**src/rtl/exp_sum_buffer.sv**
```systemverilog
// exp_sum_buffer: captures one vector of Q0.16 exp values and accumulates
// their sum for the softmax divide stage. Optional macro: EXP_SUM_ROUND_EN.
module exp_sum_buffer #(
   parameter int data_size = 32,
   parameter int DEPTH     = 16,
   parameter int ADDR_W    = 4
) (
   input  logic                  clock_i,
   input  logic                  reset_i,
   input  logic                  start_i,
   input  logic [ADDR_W:0]       len_i,
   input  logic                  exp_valid_i,
   input  logic [data_size-1:0]  exp_data_i,
   input  logic                  rd_en_i,
   input  logic [ADDR_W-1:0]     rd_addr_i,
   output logic [15:0]           rd_data_o,
   output logic                  rd_valid_o,
   output logic [16+ADDR_W-1:0]  sum_o,
   output logic                  sum_valid_o,
   output logic                  busy_o,
   output logic                  err_o
);

   typedef enum logic [1:0] {
      S_IDLE,
      S_ACCUM,
      S_DONE
   } state_t;

   localparam logic [ADDR_W:0] LP_DEPTH = (ADDR_W+1)'(DEPTH);
   localparam logic [ADDR_W:0] LP_ONE   = (ADDR_W+1)'(1);

   state_t                r_state;
   state_t                w_next;
   logic [ADDR_W:0]       r_len;
   logic [ADDR_W:0]       r_cnt;
   logic [16+ADDR_W-1:0]  r_sum;
   logic                  r_err;
   logic                  r_rd_valid;
   logic [15:0]           r_rd_data;
   logic [15:0]           r_buf [DEPTH];

   logic [15:0]           w_v;
   logic                  w_len_ok;
   logic                  w_idle_done;
   logic                  w_start_ok;
   logic                  w_acc;
   logic                  w_last;
   logic                  w_in_done;
   logic                  w_addr_ok;
   logic                  w_rd_ok;
   logic                  w_err;
   logic                  w_unused;

`ifdef EXP_SUM_ROUND_EN
   logic [16:0]           w_rnd;
   // round half up on bit 15, saturate at 0xFFFF
   assign w_rnd = {1'b0, exp_data_i[31:16]} + 17'(exp_data_i[15]);
   assign w_v   = w_rnd[16] ? 16'hFFFF : w_rnd[15:0];
`else
   assign w_v   = exp_data_i[31:16];
`endif

   assign w_unused    = ^exp_data_i;
   assign w_len_ok    = (len_i != '0) && (len_i <= LP_DEPTH);
   assign w_idle_done = (r_state != S_ACCUM);
   assign w_in_done   = (r_state == S_DONE);
   assign w_start_ok  = start_i & w_len_ok & w_idle_done;
   assign w_acc       = exp_valid_i & (r_state == S_ACCUM);
   assign w_last      = w_acc & (r_cnt == (r_len - LP_ONE));
   assign w_addr_ok   = ({1'b0, rd_addr_i} < r_len);
   assign w_rd_ok     = rd_en_i & w_in_done & w_addr_ok;
   assign w_err       = (start_i & (~w_idle_done | ~w_len_ok))
                      | (exp_valid_i & w_idle_done)
                      | (rd_en_i & w_in_done & ~w_addr_ok);

   // state register
   always_ff @(posedge clock_i) begin
      if (reset_i) r_state <= S_IDLE;
      else         r_state <= w_next;
   end

   // next-state decode
   always_comb begin
      w_next = r_state;
      unique case (r_state)
         S_IDLE:  if (w_start_ok) w_next = S_ACCUM;
         S_ACCUM: if (w_last)     w_next = S_DONE;
         S_DONE:  if (w_start_ok) w_next = S_ACCUM;
         default: w_next = S_IDLE;
      endcase
   end

   // count, running sum, sticky error and read port
   always_ff @(posedge clock_i) begin
      if (reset_i) begin
         r_len      <= '0;
         r_cnt      <= '0;
         r_sum      <= '0;
         r_err      <= 1'b0;
         r_rd_valid <= 1'b0;
         r_rd_data  <= '0;
      end else begin
         r_err      <= r_err | w_err;
         r_rd_valid <= w_rd_ok;
         if (w_rd_ok) r_rd_data <= r_buf[rd_addr_i];
         if (w_start_ok) begin
            r_len <= len_i;
            r_cnt <= '0;
            r_sum <= '0;
         end else if (w_acc) begin
            r_cnt <= r_cnt + LP_ONE;
            r_sum <= r_sum + (16+ADDR_W)'(w_v);
         end
      end
   end

   // sample storage, not reset
   always_ff @(posedge clock_i) begin
      if (w_acc) r_buf[r_cnt[ADDR_W-1:0]] <= w_v;
   end

   assign rd_data_o   = r_rd_data;
   assign rd_valid_o  = r_rd_valid;
   assign sum_o       = r_sum;
   assign sum_valid_o = w_in_done;
   assign busy_o      = (r_state == S_ACCUM);
   assign err_o       = r_err;

endmodule

```
**config.mk**
```make
export PLATFORM = sky130hd
export DESIGN_NAME = exp_sum_buffer
export DESIGN_NICKNAME = d
export VERILOG_FILES = /design/src/rtl/exp_sum_buffer.sv
export SDC_FILE = /design/constraint.sdc
export NUM_CORES = 1
export LEC_CHECK = 0
export BUFFER_PORTS_ARGS = -buffer_cell sky130_fd_sc_hd__clkbuf_2
export CAP_MARGIN = 30
export CORE_MARGIN = 2
export CORE_UTILIZATION = 42
export CTS_CLUSTER_DIAMETER = 80
export DETAILED_ROUTE_END_ITERATION = 8
export GPL_TIMING_DRIVEN = 1
export PLACE_DENSITY = 0.72
export SLEW_MARGIN = 20
export SYNTH_ARGS = -nofsm -noshare
export SYNTH_HDL_FRONTEND = slang
export SYNTH_SLANG_ARGS = --single-unit
```
**constraint.sdc**
```tcl
create_clock -name clock_i -period 2.68 [get_ports clock_i]
set_input_delay 0.402 -clock clock_i [delete_from_list [all_inputs] [get_ports clock_i]]
set_output_delay 0.402 -clock clock_i [all_outputs]
set_load 0.005 [all_outputs]
```
Word-level counts from Yosys, hierarchy flattened
Memories as Yosys holds them, arrays and structs flattened. A register that Yosys moved wholly into a read port is not among the register bits. Index checks and enable logic that the tools add are counted.

Input bits: 46. Logic and storage cells: 45. Bits in registers: 34. Output and inout port bits: 40. RAM bits: 256. Memories: 1.

Memory list: r_buf (words 16, bits a word 16, read ports 1, clocked after Yosys merged registers in 1, write ports 1, line 41) `logic [15:0] r_buf [DEPTH];`.

Reductions and logical operators: 6. Mux-type cells: 5. Bitwise operators: 16. Order comparisons: 2. Add/sub/neg operators: 3. Equality and inequality tests: 6.

Operators with widths (count): adder 20 x 16 -> 20 bit (1); bitwise AND 1 bit (9); != test 2 x 1 -> 1 bit, second input constant (3); adder 5 x 1 -> 5 bit, second input constant (1); equality test 5 bit (1); less-or-equal comparator 5 bit, second input constant (1); < comparator 4 x 5 -> 1 bit (1); nonzero test 5 bit (1); subtractor 5 x 1 -> 5 bit, second input constant (1); 2-to-1 mux 2 bit (2); OR 1 bit (4); case mux 2 bit (2 select lines) (1); OR reduction 2 bit (2); NOT 1 bit (3); equality test 2 x 1 -> 1 bit, second input constant (1); equality test 2 bit, second input constant (1); logical NOT 2 bit (1); 2-to-1 mux 1 bit (2); AND reduction 2 bit (1); logical AND 1 bit (1).

Logic depth before layout (Yosys ltp)
Gate-level depths: netlist (run 1).

Word-level depth: 8. Depth in mapped cells: 10. Mapped depth without buffers: 9.

Least setup slack after synthesis (run 1)
Ideal clock, no wire load.

Path kind: flip-flop to flip-flop. Start: register r_state[1]. End: memory r_buf[0][0] (enable). Stages on the path, launching flop included: 8. Data arrival time: 2.514 ns. Required time: 2.271 ns. Setup slack: -0.243 ns. Buffers on the path: 2. Cells stage by stage: dfxtp_1 -> nand2b_1 -> inv_1 -> and2_1 -> clkbuf_1 -> buf_1 -> nand2_1 -> nor3_1.

Word-level cells in the longest chain between the ends: 4.

Ends and longest elaborated chain: start: declaration (line 33) `state_t r_state;`; start signal: assignment (line 80) `else r_state <= w_next;`; equality test 2 x 1 -> 1 bit; via busy_o (line 20) `output logic busy_o,`; bitwise AND 1 bit (line 69) `assign w_acc = exp_valid_i & (r_state == S_ACCUM);`; 2-to-1 mux 1 bit (line 120) `if (w_acc) r_buf[r_cnt[ADDR_W-1:0]] <= w_v;`; 2-to-1 mux 1 bit (not written as such) (line 120); end: declaration (line 41).

The timed path passes the listed nets, and every way through them passes these cells.

Worst setup path in the final report (run 1)
Start: register r_sum[0] (netlist: sum_o[0]). End: register r_sum[12] (netlist: sum_o[12]).

Word-level cells in the longest chain between the ends: 1.

Ends and longest elaborated chain: start: declaration (line 37) `logic [16+ADDR_W-1:0] r_sum;`; start signal: assignment (line 113) `r_sum <= r_sum + (16+ADDR_W)'(w_v);`; adder 20 x 16 -> 20 bit (line 113).

Every way passes these cells. A chain may end at the register's enable or synchronous reset.

==> run summary, run 1 <==
The logs give 0 for the number of diodes and 1181 for the number of placed instances, taps included. For this run, the post-layout net count is 895. The root buffer cell chosen for the clock tree is sky130_fd_sc_hd__clkbuf_16.

The synthesis-stage register bit count is 306, and the number of distinct standard cells referenced by the synthesized netlist is 47. Period utilization: 0.867. Total power draw: 9.71 mW. In this run the cell area of the synthesized design comes to 12500 µm². The worst slew margin relative to its limit is 0.659.

For the worst-skew pair, the clock arrives at the later sink with an insertion delay of 0.55 ns. From synthesis to final layout, the design area changed by 16.1%. The time the worst path needs with I/O delays and setup is 2.32 ns.

The launching element type of the critical path was a register. The number of nets handed over by synthesis was 792. The run gives 3690 µm² as the area of the multi-input gates. Entering global routing, the biggest net connects 65 pins.

For the level count of the clock H-tree, the log shows 1. Dividing total power by cell area gives a power density of 668 nW/µm². The detail-routed via count per cell was 5.43; the synthesized instance count was 721. The number of cells on the worst reg-to-reg path is 9. In this design, the stage delay of the slowest critical-path cell is 0.44 ns. TritonCTS built the clock tree. The first global-routing pass estimated 40800 µm of wire.

The sequential cells in the finished layout cover a total of 8690 µm². The worst register-to-register path has a setup slack of 0.36 ns. The number of antenna violations at the first check in global routing is 0. The worst min-delay path class is input pin to register. The overall track demand over capacity in global routing was 0.172. The cell occurring most often along the worst timing path is sky130_fd_sc_hd__a21oi_1. Category of the worst setup path capture point: a register. The first detailed-routing pass ran for 5 iterations.

Clock skew on the completed layout was measured at 0.0121 ns. The run finished with clean final reports. In the routed design, unresolved DRC markers number 0.

Yosys mapped a number of flops with a built-in enable equal to 256. Based on the critical path, the design can be clocked at up to 430 MHz. The logs give 0 for the final number of hold-violating endpoints and 0 for the number of cells upsized or downsized after cts. The share of flip-flops with an asynchronous set or reset after synthesis works out to 0. Setup repair after global routing left no endpoint under its margin.

In this run the post-CTS setup repair buffer count came out at 0. Dividing the synthesized area by the synthesized cell count gives 17.4 µm². After floorplanning, the core was divided into 63 placement rows. The signal on the critical path passes through ha_1, fa_1, a21oi_1, o211ai_1, a2111oi_0, nor3_1, xor2_1, nand2_1, a21oi_1. 86 I/O pins were placed. The detail-routed net length per standard cell is 21.1 µm, and the sum of overflow across all layers after global routing is 0.

Counting along the longest clock path gives a buffer depth of 3. The tools report the number of max-slew violations in the final report as 0. The slowest stage of the critical path is the sky130_fd_sc_hd__a2111oi_0 cell. Number of CTS-inserted buffers: 31.

After legalization and detailed placement, the total HPWL measured 16300 µm. The tools report the global placement routability congestion as 0.824. Data arrives at the worst endpoint at 2.81 ns.

In this run the remaining antenna-violating nets after routing total 0. The worst path meets setup with 0.356 ns of slack. Floorplan die width: 177 µm. The logs give 0.425 for the starting density of the core and 306 for the number of sinks handled by clock tree synthesis. The detailed router finished its first iteration with 663 violations. For this design the static power due to leakage is 5.00 nW. The most frequently used flop master after synthesis is sky130_fd_sc_hd__edfxtp_1. The worst ir drop on vdd is 0.389 mV. After clock tree synthesis, the clock-pin slew on the worst setup and hold paths is 0.06 ns. After floorplanning, the core was sized to cover 29500 µm². Hold is met by 0.115 ns.

For the pin with the worst max-slew slack, the measured transition is 0.511 ns. Buffers inserted to repair hold after CTS numbered 0. The total via count after detailed routing is 6721, and the filler cell count in the final layout is 2442. Critical path class: register to register.

The area enclosed by the die boundary came out at 31200 µm². The logs give 0.694 for the sequential fraction of the synthesis area and 26100 µm for the post-detailed-routing wire length. Port buffering added 69 buffers.

The tool flagged a number of max-cap violations equal to 0. The via count of the first global-routing pass is 6817, and the final cell count without fillers is 1238. Before CTS, the worst setup slack after placement is -0.0500 ns. The worst hold path was traced through 3 stages. Data on the critical path is required at its endpoint by 3.17 ns. The total number of yosys warnings came out at 0. Of all nets on the critical path, the largest fanout is 3. In this run the vertical extent of the chip is 177 µm. The proportion of layout cells with a drive suffix above 1 works out to 0.292.

Setup violations remaining at the end of the flow were counted as 0.
==> stage by stage <==
stage / cell area, µm² / utilization / TNS (ns)
final: 14500 / 0.493 / 0
after global routing: 14500 / 0.493 / 0
after CTS: 14500 / 0.493 / 0
after detailed placement: 13600 / 0.461 / -0.129
after global placement: 13600 / 0.461 / 0
after floorplan: 12500 / - / 0
==> layout make-up <==
class,instances,share of cell area
Clock inverter,21,0.00930
Inverter,9,0.00232
Clock buffer,36,0.0547
Tap cell,390,0.0336
Timing Repair Buffer,106,0.0482
Multi-Input combinational cell,370,0.254
Sequential cell,306,0.598
==> Yosys cell counts (2+ instances only) <==
library cell,instances,area (µm²)
sky130_fd_sc_hd__dfxtp_1,50,1000
sky130_fd_sc_hd__xnor2_1,14,123
sky130_fd_sc_hd__inv_1,9,33.8
sky130_fd_sc_hd__buf_1,5,18.8
sky130_fd_sc_hd__nand2_1,45,169
sky130_fd_sc_hd__nand3_1,6,30.0
sky130_fd_sc_hd__o21bai_1,2,15.0
sky130_fd_sc_hd__o21a_1,2,15.0
sky130_fd_sc_hd__and3_1,3,18.8
sky130_fd_sc_hd__nand2b_1,5,31.3
sky130_fd_sc_hd__a21oi_1,39,195
sky130_fd_sc_hd__nor2_1,57,214
sky130_fd_sc_hd__o211ai_1,3,22.5
sky130_fd_sc_hd__mux2i_1,21,210
sky130_fd_sc_hd__a21o_1,3,22.5
sky130_fd_sc_hd__o21ai_0,11,55.1
sky130_fd_sc_hd__mux4_2,80,1800
sky130_fd_sc_hd__ha_1,24,300
sky130_fd_sc_hd__o31ai_1,3,22.5
sky130_fd_sc_hd__nor3_1,10,50.1
sky130_fd_sc_hd__xor2_1,10,87.6
sky130_fd_sc_hd__nor2b_1,2,12.5
sky130_fd_sc_hd__and2_1,3,18.8
sky130_fd_sc_hd__nand4_1,3,18.8
sky130_fd_sc_hd__edfxtp_1,256,7690
sky130_fd_sc_hd__buf_2,9,45.0
sky130_fd_sc_hd__clkbuf_1,21,78.8
sky130_fd_sc_hd__o2111ai_1,3,26.3
sky130_fd_sc_hd__a211oi_1,4,30.0
==> where the power goes <==
group / switching, mW / total, mW / internal [mW] / leakage, nW
logic: 0.305 / 0.547 / 0.242 / 1.84
registers: 0.0183 / 5.19 / 5.17 / 2.71
clock network: 1.76 / 3.97 / 2.21 / 0.454
==> kinds of logic after synthesis <==
group	count (synthesis)	synth area share
buffers and inverters	45	0.0150
xor gates and xnor gates	24	0.0168
DFF	306	0.694
and+or+nand+nor	141	0.0495
AOI/OAI and AO/OA	79	0.0382
muxes	101	0.161
adders and majority gates	25	0.0256
==> worst paths after layout <==
check | from | end
worst min-delay path | len_i[3] | r_len[3]
worst max-delay path | sum_o[0] | sum_o[12]
worst min register to register | sum_o[9] | sum_o[9]
worst max register to register | sum_o[0] | sum_o[12]
==> cell usage in the layout (no fill, tap or decap), drive strengths merged, types with 2 or more instances in the layout <==
master      n
a211oi      4
a21o        3
a21oi      39
and2        3
and3        3
buf        38
clkbuf    104
clkinv     15
clkinvlp    2
dfxtp      50
edfxtp    256
ha         24
inv        12
mux2i      21
mux4       80
nand2      45
nand2b      5
nand3       6
nand4       3
nor2       57
nor2b       2
nor3       10
o2111ai     3
o211ai      3
o21a        2
o21ai      12
o21bai      2
o31ai       3
or2         2
xnor2      14
xor2       10
==> flip-flops by register name, summed over array words and instances (netlist names) <==
name	count
err_o	1
r_buf	256
r_cnt	5
r_len	5
r_state	2
rd_data_o	16
rd_valid_o	1
sum_o	20
==> metal layers <==
layer / wire length (µm) / global-route usage / vias to the layer above
met5: 0 / 0 / -
met4: 363 / 0.0365 / 0
met2: 12800 / 0.285 / 185
met1: 11400 / 0.243 / 3449
li1: - / - / 3056
met3: 1410 / 0.0279 / 31
==> worst max-delay path: cells and delay by family (launching register included) <==
kind / cells / cell delay, ns
AOI/OAI and AO/OA: 4 / 0.94
adders and majority gates: 2 / 0.63
DFF: 1 / 0.35
and+or+nand+nor: 2 / 0.19
xor gates and xnor gates: 1 / 0.14
Note: power is estimated with default switching activity, not from simulation.
==> run 2: changes to the inputs <==
Settings changed: CORE_MARGIN 2 to unset.
==> run 2 against run 1 <==
Effect of this change:
- clock power up 11%
- flip-flop and latch count unchanged
- combinational power up 0.7%
- global-route usage up 0.66 points
- critical path depth unchanged
- register-to-register slack about the same
- worst hold slack better by 0.0036 ns
- worst setup slack better by 0.0070 ns
- final cell count down 0.65%
- critical path type unchanged
- critical endpoint is now sum_o[16]
- largest cell class unchanged
==> run summary, run 2 (synthesized netlist as in run 1, its figures left out) <==
The boundary pin count was 86. The tools report the category of the worst setup path capture point as a register. Count of input and output buffers: 69. The cell family contributing the most delay on the critical path was compound AO/OA/AOI/OAI gates. The final setup violation count is 0, and the post-CTS setup buffer count is 0. Internal cell power: 8.02 mW.

The worst hold path belongs to the class input pin to register. The number of max-slew violations in the final report was 0. In this run the remaining antenna-violating nets after routing total 0.

The worst hold path was traced through 3 stages. The area growth from synthesis to layout is 16.8%. In this run the most critical hold path is launched from len_i[4]. For the violation count after the first detailed-route iteration, the log shows 666. STA classifies the critical path startpoint as a register. Wires add up to 27000 µm. The tools report the starting density of the core as 0.431. The critical path class was register to register. STA puts the critical path data arrival time at 2.75 ns. The die covers 30500 µm².

Summing over every cut layer, the via total after detailed routing is 6833. The library cell used most frequently in the layout, excluding fill and tap cells, is sky130_fd_sc_hd__edfxtp_1. The cell sitting at the root of the clock tree is a sky130_fd_sc_hd__clkbuf_16. For flop-to-flop paths, the worst setup slack is 0.36 ns. The worst slack at placement was 0.103 ns. The library cells used most frequently in the layout, excluding fill and tap cells, are sky130_fd_sc_hd__edfxtp_1, sky130_fd_sc_hd__mux4_2, sky130_fd_sc_hd__clkbuf_2. The tools report the number of diodes as 0. Proportion of layout cells with a drive suffix above 1: 0.297. The logs give 1 for the level count of the clock H-tree and 65 for the largest net degree at the start of global routing. Combinational share of power: 0.054. The worst register-to-register path ends at sum_o[16].

The clock share of power is 0.433. The tool flagged a number of max-cap violations equal to 0. Overall track demand over capacity in global routing: 0.179.

The analysis attributes to cell leakage a power of 5.04 nW. The floorplan has 62 rows. The clock transition at the registers of the reported paths works out to 0.06 ns. The period utilization works out to 0.865.

The first global-routing pass estimated 41100 µm of wire. The number of gates resized after CTS was 0. The logs give 5 for the length of the first detailed-routing pass in iterations and 0 ns for the final-layout setup total negative slack.

The share of total power consumed by net switching is 0.209. For the worst-skew pair, the clock arrives at the later sink with an insertion delay of 0.57 ns. The time the worst path needs with I/O delays and setup is 2.32 ns, and the biggest fanout along the worst timing path is 3.

At the pin with the least slew margin, the transition time is 0.514 ns. Detail-routed via count per cell: 5.56. For hold timing, the worst endpoint is r_len[4]. In this run the critical register-to-register path is launched from sum_o[0]. The depth of the most critical reg-to-reg path was 9; the global placement routability congestion was 0.815. In the routed design, unresolved DRC markers number 0. The utilization after layout was 0.504; the placeable core area was 29000 µm². TritonCTS built the clock tree. The register with the most flip-flops in the layout has 256 of them.

Traced cell by cell, the critical path runs through ha_1, fa_1, a21oi_1, o211ai_1, a21oi_1, nor2_1, a41oi_1, xor2_1, nor2_1. The cell with the largest stage delay on the worst path was sky130_fd_sc_hd__fa_1. For the number of antenna violations at the first check in global routing, the log shows 0. The part of the total power dissipated in sequential elements was 0.512; the worst ir drop on vdd was 0.454 mV. Clock tree synthesis inserted a total of 29 buffers. The analysis attributes to net switching a power of 2.12 mW. The sum of overflow across all layers after global routing came out at 0. Setup repair after global routing left no endpoint under its margin.

The minimum setup slack in the final design came out at 0.363 ns. For the data required time at the worst endpoint, the log shows 3.11 ns. The run finished with clean final reports.

The die height works out to 175 µm. The net count of the finished layout is 894. The floorplan die width is 175 µm. The detail-routed net length per standard cell was 21.9 µm; the number of buffers on the longest clock path was 3. Detailed placement finished with a half-perimeter wire length of 16200 µm. For this run, the slowest stage of the critical path takes 0.40 ns.

Dividing total power by cell area gives a power density of 693 nW/µm². The count of buffering cells on the critical path with inverters included works out to 0. The via count of the first global-routing pass is 6896. The tools report the final number of hold-violating endpoints as 0. The maximum clock frequency was 432 MHz. Buffers inserted to repair hold after CTS numbered 0. The number of sinks handled by clock tree synthesis is 306, and the worst slew margin relative to its limit is 0.657. For the final setup skew, the log shows 0.0266 ns.
-- run 2: cell count changes in the layout (fill, tap and decap cells not counted), sizes merged --
cell | before | now
buf | 38 | 39
bufinv | 1 | 6
clkbuf | 104 | 102
clkinv | 15 | 9
clkinvlp | 2 | 4
inv | 12 | 10
-- run 2: worst max-delay path by stage --
stage                              start          end  slack (ns)  cells after the start
after floorplan               r_state[1]  r_buf[3][0]        0.05                      6
after global placement    exp_data_i[16]    sum_o[18]        0.16                     10
after detailed placement  exp_data_i[16]    sum_o[16]        0.10                     10
after CTS                       sum_o[0]    sum_o[16]        0.38                      9
after global routing            sum_o[0]    sum_o[12]        0.23                      9
final                           sum_o[0]    sum_o[16]        0.36                      9
-- run 2: per-stage QoR --
| step | area, µm² | power [mW] | hold slack [ns] | cells |
|---|---|---|---|---|
| after global routing | 14600 | 10.4 | 0.134 | 1230 |
| after detailed placement | 13600 | 5.84 | 0.475 | 1176 |
| after global placement | 13600 | 5.83 | 0.464 | 1176 |
| final | 14600 | 10.1 | 0.119 | 1230 |
| after CTS | 14600 | 10.2 | 0.0991 | 1230 |
| after floorplan | 12500 | 5.64 | 0.464 | 721 |
-- run 2: routing by layer --
metal  vias to the layer above  global-route usage  wire (µm)
li1                       3057                   -          -
met1                      3486               0.254      11400
met2                       253               0.292      13100
met3                        37              0.0279       1960
met4                         0              0.0420        507
met5                         -                   0          0
-- run 2: area by class of cell --
class / count / area (µm²)
multi-input cells: 370 / 3690
inverters: 9 / 33.8
repair buffers: 107 / 696
well taps: 384 / 480
clock buffers: 34 / 754
clock inverters: 20 / 270
flip-flops and latches: 306 / 8690
fillers: 2389 / 14400
-- run 2: worst reg2reg max path: stages, from the launching register on --
cell	delay [ns]
sky130_fd_sc_hd__dfxtp_1	0.34
sky130_fd_sc_hd__ha_1	0.22
sky130_fd_sc_hd__fa_1	0.40
sky130_fd_sc_hd__a21oi_1	0.23
sky130_fd_sc_hd__o211ai_1	0.15
sky130_fd_sc_hd__a21oi_1	0.29
sky130_fd_sc_hd__nor2_1	0.09
sky130_fd_sc_hd__a41oi_1	0.26
sky130_fd_sc_hd__xor2_1	0.17
sky130_fd_sc_hd__nor2_1	0.05
-- run 2: power groups by stage --
| stage | Sequential [mW] | Clock [mW] | Combinational (mW) |
|---|---|---|---|
| 6_report | 5.19 | 4.39 | 0.551 |
| 5_1_grt | 5.19 | 4.63 | 0.601 |
| 2_1_floorplan | 5.29 | 0 | 0.346 |
| 3_5_place_dp | 5.29 | 0 | 0.551 |
| 4_1_cts | 5.19 | 4.45 | 0.556 |
| 3_3_place_gp | 5.29 | 0 | 0.539 |
==> run 3: changes to the inputs <==
Settings changed: PLACE_DENSITY 0.72 to unset.
==> run 3 against run 2 <==
Effect of this change:
- flip-flop and latch count unchanged
- count of clock-buffer cells in the layout up 10
- combinational power about the same
- critical endpoint is now sum_o[12]
- largest cell class unchanged
- largest power group unchanged
- highest routed layer unchanged
==> run summary, run 3 (synthesized netlist as in run 1, its figures left out) <==
The worst ir drop on vdd is 0.571 mV. The detail-routed net length per standard cell is 22.4 µm, and the largest net degree at the start of global routing is 65. The tools report the worst setup slack for register-to-register paths as 0.28 ns. The final number of hold-violating endpoints was 0; the utilization after layout was 0.502. The commonest non-fill, non-tap cell in the layout is sky130_fd_sc_hd__edfxtp_1.

For the number of max-slew violations in the final report, the log shows 0. STA classifies the critical path startpoint as a register. The biggest fanout along the worst timing path is 3, and the final setup skew is 0.0123 ns. Floorplan die width: 175 µm. Summed over all failing endpoints, the final setup total negative slack is 0 ns. The net count of the finished layout is 894. In this run the power density over the cells is 688 nW/µm².

The run gives 2384 as the filler cell count in the final layout. The tools report the start point of the critical path as sum_o[0]. After clock tree synthesis, the clock-pin slew on the worst setup and hold paths is 0.06 ns. Post-DP HPWL: 16400 µm. The end of the worst register-to-register path was sum_o[12]. The number of antenna violations at the first check in global routing was 1; the area overhead of the layout relative to synthesis was 16.3%.

For this design, the sink count on the clock tree is 306. In this run the critical register-to-register path is launched from sum_o[0]. The die covers 30500 µm². The logs give 0 for the number of max-cap violations and 0.185 for the overall track demand over capacity in global routing. Clock tree synthesis selected as its root buffer the cell sky130_fd_sc_hd__clkbuf_16. STA classifies the critical path endpoint as a register.

The library cells used most frequently in the layout, excluding fill and tap cells, are sky130_fd_sc_hd__edfxtp_1, sky130_fd_sc_hd__mux4_2, sky130_fd_sc_hd__clkbuf_2. Data arrives at the worst endpoint at 2.88 ns. Based on the critical path, the design can be clocked at up to 416 MHz.

Setup violations remaining at the end of the flow were counted as 0. The congestion estimate from routability-driven global placement came to 0.890. For this run, design rule violations remaining after detail routing come to 0. Time the worst path needs with I/O delays and setup: 2.40 ns. TritonCTS built the clock tree.

The number of diodes is 0, and the number of cells upsized or downsized after cts is 0. Once the clock tree was built, the setup fixing pass inserted 0 buffers. The violation count after the first detailed-route iteration is 477. The die height is 175 µm, and the number of CTS-inserted buffers is 31.

The total via count after detailed routing is 6769. For the pin with the worst max-slew slack, the measured transition is 0.507 ns. The logs give 0.55 ns for the insertion delay to the later sink of the worst-skew pair and 1 for the level count of the clock H-tree. For the antenna violation net count after detailed routing, the log shows 0. Summing all placed instances gives a cell area of 13500 µm². During I/O placement, the number of pins put on the boundary was 86.

Setup repair after global routing left no endpoint under its margin. Proportion of layout cells with a drive suffix above 1: 0.281. For the placeable core area, the log shows 29000 µm². Following the worst setup path forward leads to its endpoint at sum_o[12]. The depth of the most critical reg-to-reg path is 9.

The run gives 0.661 as the worst slew margin relative to its limit. The flow ran to the end, and the final reports show no timing, DRC or antenna violations. The register with the most flip-flops in the layout has 256 of them. The via count of the first global-routing pass is 7083.

In this run the tool buffered the top-level ports with 69 buffer cells. Using the TritonRoute via totals, the vias-per-cell ratio works out to 5.50. The starting density of the core was 0.431. The total power draw is 10.0 mW. The clock passes through at most 3 buffers.

The period utilization was 0.897. By startpoint and endpoint, the worst setup path is classified as register to register. The first global-routing pass estimated 42300 µm of wire. The routed design has 27500 µm of wire. For this design the static power due to leakage is 5.03 nW.

The path class of the tightest hold or removal check is input pin to register. Summing all non-filler instances in the final layout gives an area of 14600 µm². At the worst endpoint, the required time is 3.15 ns.

The post-cts hold buffer count was 0. The run gives 4 as the length of the first detailed-routing pass in iterations. For this run the aggregate overflow at the end of global routing stands at 0.

Row generation in the floorplan step produced 62 rows.
[run 3: cell count changes in the layout (fill, tap and decap cells not counted)]
| cell | before | now |
|---|---|---|
| sky130_fd_sc_hd__buf_12 | 5 | 4 |
| sky130_fd_sc_hd__buf_4 | 34 | 33 |
| sky130_fd_sc_hd__bufinv_16 | 6 | 3 |
| sky130_fd_sc_hd__clkbuf_1 | 4 | 8 |
| sky130_fd_sc_hd__clkbuf_16 | 29 | 31 |
| sky130_fd_sc_hd__clkbuf_8 | 1 | 5 |
| sky130_fd_sc_hd__clkinv_2 | 5 | 4 |
| sky130_fd_sc_hd__clkinvlp_4 | 4 | 2 |
| sky130_fd_sc_hd__inv_16 | 1 | 0 |
| sky130_fd_sc_hd__nor2_1 | 46 | 56 |
| sky130_fd_sc_hd__nor2_2 | 11 | 1 |
[run 3: layout make-up]
cell class              instances  area, µm²  area share
clock buffers                  44        875      0.0601
clock inverters                13        140     0.00963
inverters                       9       33.8     0.00232
multi-input cells             370       3670       0.252
flip-flops and latches        306       8690       0.597
well taps                     384        480      0.0330
repair buffers                105        668      0.0459
[run 3: how the worst min path moves through the flow]
stage,startpoint,end,cells past startpoint
after floorplan,sum_o[10],sum_o[10],2
after global placement,sum_o[10],sum_o[10],2
after detailed placement,sum_o[10],sum_o[10],2
after CTS,len_i[1],r_len[1],3
after global routing,len_i[1],r_len[1],3
final,len_i[1],r_len[1],3
[run 3: metrics by stage]
step / hold WS (ns) / cells / setup slack [ns]
3_3_place_gp: 0.461 / 1174 / -0.00838
4_1_cts: 0.0997 / 1231 / 0.283
2_1_floorplan: 0.464 / 721 / 0.0470
3_5_place_dp: 0.474 / 1174 / -0.128
6_report: 0.121 / 1231 / 0.276
5_1_grt: 0.128 / 1231 / 0.0213
[run 3: power by group]
part	switching [mW]	internal (mW)	total [mW]
registers	0.0180	5.17	5.19
logic	0.308	0.241	0.550
clock network	1.74	2.54	4.28
[run 3: routing by layer]
layer / GRT usage / vias to the layer above / share of wire
li1: - / 3056 / -
met1: 0.244 / 3470 / 0.43
met2: 0.318 / 191 / 0.50
met3: 0.0279 / 52 / 0.048
met4: 0.0543 / 0 / 0.025
met5: 0 / - / 0
[run 3: worst max-delay path, stage by stage (launching register included)]
cell and delay [ns]:
sky130_fd_sc_hd__dfxtp_1 0.34, sky130_fd_sc_hd__ha_1 0.22, sky130_fd_sc_hd__fa_1 0.41, sky130_fd_sc_hd__a21oi_1 0.25, sky130_fd_sc_hd__o211ai_1 0.15, sky130_fd_sc_hd__a2111oi_0 0.38
sky130_fd_sc_hd__nor3_1 0.13, sky130_fd_sc_hd__xor2_1 0.19, sky130_fd_sc_hd__nand2_1 0.08, sky130_fd_sc_hd__a21oi_1 0.17
